File: src/rtl/uart_rx_pkg.sv
// Shared UART definitions: bit timing, frame state encodings and the parity formula
// used by both uart_tx and uart_rx so one configuration drives both ends.
package uart_rx_pkg;

  // Bit period is UART_FULL_ETU+1 clocks (100 MHz system clock, 115200 baud).
  localparam logic [9:0] UART_FULL_ETU = 10'd867;
  localparam logic [9:0] UART_HALF_ETU = UART_FULL_ETU >> 1;

  typedef enum logic [2:0] {
    ST_IDLE  = 3'd0,
    ST_START = 3'd1,
    ST_DATA  = 3'd2,
    ST_PAR   = 3'd3,
    ST_STOP  = 3'd4
  } uart_state_e;

  function automatic logic uart_parity(input logic [7:0] data, input logic even);
    return even ? ^data : ~^data;
  endfunction

endpackage

File: src/rtl/uart_sync.sv
// Multi-bit two-flop synchroniser with a configurable reset value, for any
// asynchronous input entering the clk domain.
module uart_sync #(
  parameter int               WIDTH     = 1,
  parameter logic [WIDTH-1:0] RESET_VAL = '0
) (
  input  logic             clk,
  input  logic             rst,
  input  logic [WIDTH-1:0] i_async,
  output logic [WIDTH-1:0] o_sync
);

  logic [WIDTH-1:0] r_meta;
  logic [WIDTH-1:0] r_sync;

  // NOTE: sequential state uses non-blocking assignments so both flops sample
  // the pre-edge values; blocking here would collapse the chain to one flop.
  always_ff @(posedge clk) begin
    if (rst) begin
      r_meta <= RESET_VAL;
      r_sync <= RESET_VAL;
    end else begin
      r_meta <= i_async;
      r_sync <= r_meta;
    end
  end

  assign o_sync = r_sync;

endmodule

File: src/rtl/uart_rx.sv
// UART receiver: synchronises din, qualifies the start bit at mid-bit, samples data,
// optional parity and stop bits at mid-bit, and strobes one byte per frame on valid.
module uart_rx
  import uart_rx_pkg::*;
#(
  parameter int         DATA_BITS   = 8,
  parameter int         STOP_BITS   = 1,
  parameter logic       PARITY_EN   = 1'b1,
  parameter logic       PARITY_EVEN = 1'b1,
  parameter logic [9:0] FULL_ETU    = UART_FULL_ETU,
  parameter logic [9:0] HALF_ETU    = UART_HALF_ETU
) (
  input  logic       clk,
  input  logic       rst,
  input  logic       din,
  output logic [7:0] data_out,
  output logic       valid,
  output logic       parity_err,
  output logic       frame_err,
  output logic       busy
);

  localparam logic [3:0] LAST_DATA = 4'(DATA_BITS - 1);
  localparam logic [3:0] LAST_STOP = 4'(STOP_BITS - 1);

  logic        w_din_s;
  logic        r_din_q;
  uart_state_e r_state;
  uart_state_e w_state_nxt;
  logic [9:0]  r_etu_cnt;
  logic [3:0]  r_bit_cnt;
  logic [7:0]  r_shreg;
  logic        r_par_bit;
  logic        r_ferr_pend;
  logic        r_armed;

  logic [7:0]  r_data_out;
  logic        r_valid;
  logic        r_parity_err;
  logic        r_frame_err;
  logic        r_busy;

  logic w_fall;
  logic w_half_hit;
  logic w_full_hit;
  logic w_last_data;
  logic w_last_stop;
  logic w_par_calc;

  logic w_start_det;
  logic w_start_ok;
  logic w_glitch;
  logic w_shift;
  logic w_par_latch;
  logic w_stop_smp;
  logic w_done;

  // Idle-high line: synchroniser resets to 1 so reset release never looks like a start.
  uart_sync #(
    .WIDTH    (1),
    .RESET_VAL(1'b1)
  ) u_sync (
    .clk    (clk),
    .rst    (rst),
    .i_async(din),
    .o_sync (w_din_s)
  );

  assign w_fall      = r_din_q & ~w_din_s;
  assign w_half_hit  = (r_etu_cnt == HALF_ETU);
  assign w_full_hit  = (r_etu_cnt == FULL_ETU);
  assign w_last_data = (r_bit_cnt == LAST_DATA);
  assign w_last_stop = (r_bit_cnt == LAST_STOP);
  assign w_par_calc  = uart_parity(r_shreg, PARITY_EVEN);

  // State register
  always_ff @(posedge clk) begin
    if (rst) begin
      r_state <= ST_IDLE;
    end else begin
      r_state <= w_state_nxt;
    end
  end

  // NOTE: every signal assigned in always_comb gets a default first so no path
  // leaves it unassigned, which would otherwise infer a latch.
  always_comb begin
    w_state_nxt = r_state;
    case (r_state)
      ST_IDLE:  if (r_armed && w_fall) w_state_nxt = ST_START;
      ST_START: if (w_half_hit) w_state_nxt = w_din_s ? ST_IDLE : ST_DATA;
      ST_DATA:  if (w_full_hit && w_last_data) w_state_nxt = PARITY_EN ? ST_PAR : ST_STOP;
      ST_PAR:   if (w_full_hit) w_state_nxt = ST_STOP;
      ST_STOP:  if (w_full_hit && w_last_stop) w_state_nxt = ST_IDLE;
      default:  w_state_nxt = ST_IDLE;
    endcase
  end

  // Per-state control strobes driving the datapath registers
  always_comb begin
    w_start_det = 1'b0;
    w_start_ok  = 1'b0;
    w_glitch    = 1'b0;
    w_shift     = 1'b0;
    w_par_latch = 1'b0;
    w_stop_smp  = 1'b0;
    w_done      = 1'b0;
    case (r_state)
      ST_IDLE:  w_start_det = r_armed && w_fall;
      ST_START: begin
        w_start_ok = w_half_hit && !w_din_s;
        w_glitch   = w_half_hit && w_din_s;
      end
      ST_DATA:  w_shift     = w_full_hit;
      ST_PAR:   w_par_latch = w_full_hit;
      ST_STOP:  begin
        w_stop_smp = w_full_hit;
        w_done     = w_full_hit && w_last_stop;
      end
      default:  ;
    endcase
  end

  always_ff @(posedge clk) begin
    if (rst) begin
      r_din_q     <= 1'b1;
      r_etu_cnt   <= '0;
      r_bit_cnt   <= '0;
      r_shreg     <= '0;
      r_par_bit   <= 1'b0;
      r_ferr_pend <= 1'b0;
      r_armed     <= 1'b1;
    end else begin
      r_din_q <= w_din_s;

      if (w_start_det || w_start_ok || w_shift || w_par_latch || w_stop_smp) begin
        r_etu_cnt <= '0;
      end else begin
        r_etu_cnt <= r_etu_cnt + 10'd1;
      end

      // Counter is reused: data bits first, then stop bits after leaving DATA.
      if (w_start_ok || (w_shift && w_last_data)) begin
        r_bit_cnt <= '0;
      end else if (w_shift || w_stop_smp) begin
        r_bit_cnt <= r_bit_cnt + 4'd1;
      end

      // Cleared at start so short frames leave zeros below the data for parity.
      if (w_start_det) begin
        r_shreg <= '0;
      end else if (w_shift) begin
        r_shreg <= {w_din_s, r_shreg[7:1]};
      end

      if (w_par_latch) begin
        r_par_bit <= w_din_s;
      end

      if (w_start_det) begin
        r_ferr_pend <= 1'b0;
      end else if (w_stop_smp && !w_din_s) begin
        r_ferr_pend <= 1'b1;
      end

      // A frame ending on a low line (break) must see the line high before re-arming.
      if (w_done) begin
        r_armed <= w_din_s;
      end else if (w_din_s) begin
        r_armed <= 1'b1;
      end
    end
  end

  always_ff @(posedge clk) begin
    if (rst) begin
      r_data_out   <= '0;
      r_valid      <= 1'b0;
      r_parity_err <= 1'b0;
      r_frame_err  <= 1'b0;
      r_busy       <= 1'b0;
    end else begin
      r_valid <= w_done;
      if (w_done) begin
        r_data_out   <= r_shreg >> (8 - DATA_BITS);
        r_parity_err <= PARITY_EN && (r_par_bit != w_par_calc);
        r_frame_err  <= r_ferr_pend | ~w_din_s;
      end
      if (w_start_det) begin
        r_busy <= 1'b1;
      end else if (w_glitch || w_done) begin
        r_busy <= 1'b0;
      end
    end
  end

  assign data_out   = r_data_out;
  assign valid      = r_valid;
  assign parity_err = r_parity_err;
  assign frame_err  = r_frame_err;
  assign busy       = r_busy;

endmodule

File: config.mk
export PLATFORM = sky130hd
export DESIGN_NAME = uart_rx
export DESIGN_NICKNAME = d
export VERILOG_FILES = /design/src/rtl/uart_rx_pkg.sv /design/src/rtl/uart_sync.sv /design/src/rtl/uart_rx.sv
export SDC_FILE = /design/constraint.sdc
export NUM_CORES = 1
export LEC_CHECK = 0
export CAP_MARGIN = 30
export CORE_ASPECT_RATIO = 1.5
export CORE_MARGIN = 1
export CORE_UTILIZATION = 30
export CTS_CLUSTER_SIZE = 28
export DETAILED_ROUTE_END_ITERATION = 8
export PLACE_DENSITY = 0.43
export SYNTH_ARGS = -nofsm -noshare
export SYNTH_HDL_FRONTEND = slang
export SYNTH_HIERARCHICAL = 1
export SYNTH_SLANG_ARGS = --single-unit
File: constraint.sdc
create_clock -name clk -period 2.1 [get_ports clk]
set_input_delay 0.42 -clock clk [delete_from_list [all_inputs] [get_ports clk]]
set_output_delay 0.42 -clock clk [all_outputs]
set_load 0.01 [all_outputs]
==> results.cfg <==
[timing]
final.setup_skew_ns = 0.0112
fin_tns_setup_ns = 0
finalSetupViolCount = 0
min_period_ns = 1.90
period_share_pct = 90.7
fmax_ghz = 0.525
fin_hold_ws_ns = 0.408
slew_violations = 0
tightest_slew_ns = 0.349
rsz0062_at_grt = false
hold_viol = 0
max_slew_margin_pct = 76.7

[clock_tree]
cts_sinks = 43
htree_levels = 2
cts_tree = done
postCtsHoldBufs = 0
cts_made_buffers = 5
cts_resized = 0
clkSlewWorstSetupHoldPaths_ns = 0.08
clock_path_buffers = 2
clock_latency_ns = 0.30
cts_setup_buffers = 0
clockRootBuffer = clkbuf_8

[logic_synthesis]
synthTopCellsByArea = dfxtp_1 45%, nor2_1 6.2%, xnor2_1 5.5%
ys.flop_type = dfxtp_1
yosysTopAreaCellShare_pct = 44.8
async_flop_share_pct = 0
ys_seq_area_share_pct = 44.8
synth_largest_area_cell = dfxtp_1
syn_nets = 219
synth_edf_count = 0
ys_warn_count = 6
synth.avg_cell_area_um2 = 9.07
synth_area_um2 = 1920
synth_cells = 212
ys_ff_latch = 43
synth.distinct_cells = 42

[job]
cap_violations = 0

[global_route]
grt-ovfl-total = 0
grt_use_total_pct = 13.8
grt_pass1_wl_um = 6900
antenna_found_initial = 0
grt_pass1_vias = 1511
grt_max_degree = 21

[floorplan]
die_x_um = 67.4
initial_core_util_pct = 31.1
die_h_um = 100
io_pins = 15
row_count = 35
core-area_um2 = 6170
die_area_um2 = 6740

[layout]
nets = 243
num-fill-cells = 651
drive_gt1_share_pct = 12.2
syn_to_final_growth_pct = 19.5
n_antenna_cell = 0
final-seq-area_um2 = 861
utilization_pct = 37.2
final_area_um2 = 2300
layoutNonFillerInstCount = 311
multi_input_area_um2 = 986

[critical_path]
crit_type = flip-flop to flip-flop
arrival_ns = 2.09
crit_chain = or3b_4 > nor4_4 > buf_12 > nand3_4 > a31oi_1 > nor2_1
critPathCaptureType = flip-flop
cp_slowest_cell = or3b_4
crit_end = busy$_SDFFE_PP0P_
slowest_delay_ns = 0.43
reg2reg_from = r_etu_cnt[8]$_SDFF_PP0_
r2r_slack_ns = 0.20
crit_path_start = r_etu_cnt[8]$_SDFF_PP0_
path_max_fanout = 20
cp-start-kind = flip-flop
critPathRequiredTime_ns = 2.28
r2r_end = busy$_SDFFE_PP0P_
worstRegToRegCells = 6

[status]
status = completed

[route]
vias = 1493
ant_nets = 0
drtPass1Iterations = 4
wirelength_um = 4100
vias_per_cell = 4.80
drt-initial-drc-count = 67
drc = 0
wl_per_cell_um = 13.2

[placement]
io_buffer_count = 14
place_area_um2 = 2210
place_congestion = 0.750
dpl.cell_count = 303
dp_hpwl_um = 2940

[power]
vdd_drop_max_mv = 0.320
power.density_nw_per_um2 = 643
total_leakage_power_uw = 0.000871

[hold_path]
min-delay-path-class = flip-flop to flip-flop
==> critical path, delay by kind of cell, from the launching register on <==
family | cells | cell delay, ns
simple gates | 4 | 0.99
flops | 1 | 0.36
compound gates | 1 | 0.24
buf+inv | 1 | 0.20
==> flip-flops by register name (all words and copies together), names as in the netlist <==
name and flops:
busy 1, data_out 8, frame_err 1, parity_err 1, r_armed 1, r_bit_cnt 4, r_din_q 1, r_etu_cnt 10
r_ferr_pend 1, r_par_bit 1, r_shreg 8, r_state 3, u_sync/o_sync 1, u_sync/r_meta 1, valid 1
==> placed cells by master, fill, tap and decap left out, drive strengths merged, types with 2 or more instances in the layout <==
| cell | Yosys | final |
|---|---|---|
| ha | 4 | 4 |
| nor4 | 3 | 3 |
| xor2 | 5 | 5 |
| or3b | 2 | 2 |
| nand3b | 2 | 2 |
| nor2 | 32 | 32 |
| nand3 | 18 | 18 |
| dfxtp | 43 | 43 |
| clkdlybuf4s50 | 0 | 14 |
| inv | 7 | 7 |
| or2 | 2 | 2 |
| mux2i | 10 | 10 |
| a21oi | 13 | 13 |
| nand2b | 4 | 4 |
| buf | 3 | 12 |
| clkbuf | 6 | 5 |
| nor3b | 2 | 2 |
| and3 | 3 | 3 |
| xnor2 | 12 | 12 |
| a31oi | 3 | 3 |
| nor3 | 6 | 6 |
| nand4 | 2 | 2 |
| nand2 | 15 | 15 |
| clkinvlp | 0 | 2 |
| o21ai | 4 | 4 |
==> Yosys cell counts, types with 2 or more instances <==
cell type and count:
a21oi_1 13, nand4_1 2, dfxtp_1 43, buf_6 2, nor3_1 5, nor3b_1 2, ha_1 4, a31oi_1 3
inv_1 7, nor2_1 32, nand2_1 14, mux2i_1 10, nand3b_1 2, xnor2_1 12, nand3_1 17, nor4_1 2
clkbuf_1 6, xor2_1 5, nand2b_1 4, or2_1 2, o21ai_0 2, and3_1 3
==> worst min path at each step <==
| stage | from | end | slack, ns | cells after the start |
|---|---|---|---|---|
| 2_1_floorplan | u_sync/r_meta$_SDFF_PP1_ | u_sync/o_sync$_SDFF_PP1_ | 0.38 | 1 |
| 6_report | u_sync/r_meta$_SDFF_PP1_ | u_sync/o_sync$_SDFF_PP1_ | 0.41 | 1 |
| 3_5_place_dp | u_sync/r_meta$_SDFF_PP1_ | u_sync/o_sync$_SDFF_PP1_ | 0.39 | 1 |
| 3_3_place_gp | u_sync/r_meta$_SDFF_PP1_ | u_sync/o_sync$_SDFF_PP1_ | 0.40 | 1 |
| 4_1_cts | u_sync/r_meta$_SDFF_PP1_ | u_sync/o_sync$_SDFF_PP1_ | 0.41 | 1 |
| 5_1_grt | u_sync/r_meta$_SDFF_PP1_ | u_sync/o_sync$_SDFF_PP1_ | 0.42 | 1 |
==> cells by family (layout without fill, tap and decap cells) <==
kind of cell,count (synthesis),after routing,synth area share (%)
XOR/XNOR,18,18,8.91
AO/OA/AOI/OAI,27,27,9.04
buffers and inverters,16,41,3.97
multiplexers,10,10,5.21
adder cells (fa/ha/maj),4,4,2.60
AND/OR/NAND/NOR,94,94,25.5
flip-flops,43,43,44.8
==> layer usage <==
metal	up-vias	track usage [%]	routed length [um]
met5	-	0	0
met4	0	6.22	40
met3	2	3.07	72
met2	12	25.5	2220
met1	704	14.0	1770
li1	775	-	-
==> power by group <==
part           leakage [uW]  internal (uW)  switching [uW]  total (uW)
Combinational      0.000483           47.4            64.5         112
Clock             0.0000402            232             296         527
Sequential         0.000348            828            10.5         839
Total              0.000871           1110             371        1480
==> per-stage QoR <==
step           setup WS (ns)  power (uW)
6_report               0.196        1480
5_1_grt               0.0399        1560
4_1_cts                0.164        1510
3_5_place_dp           0.180         971
3_3_place_gp           0.126         971
2_1_floorplan          0.333         927
==> layout make-up <==
cell class              count  share of cell area [%]
flip-flops and latches     43                    37.5
repair buffers             26                    10.6
inverters                   7                    1.14
multi-input cells         153                    42.9
clock buffers               5                    3.00
clock inverters             3                   0.871
well taps                  74                    4.03
(Power assumes the default switching activity.)
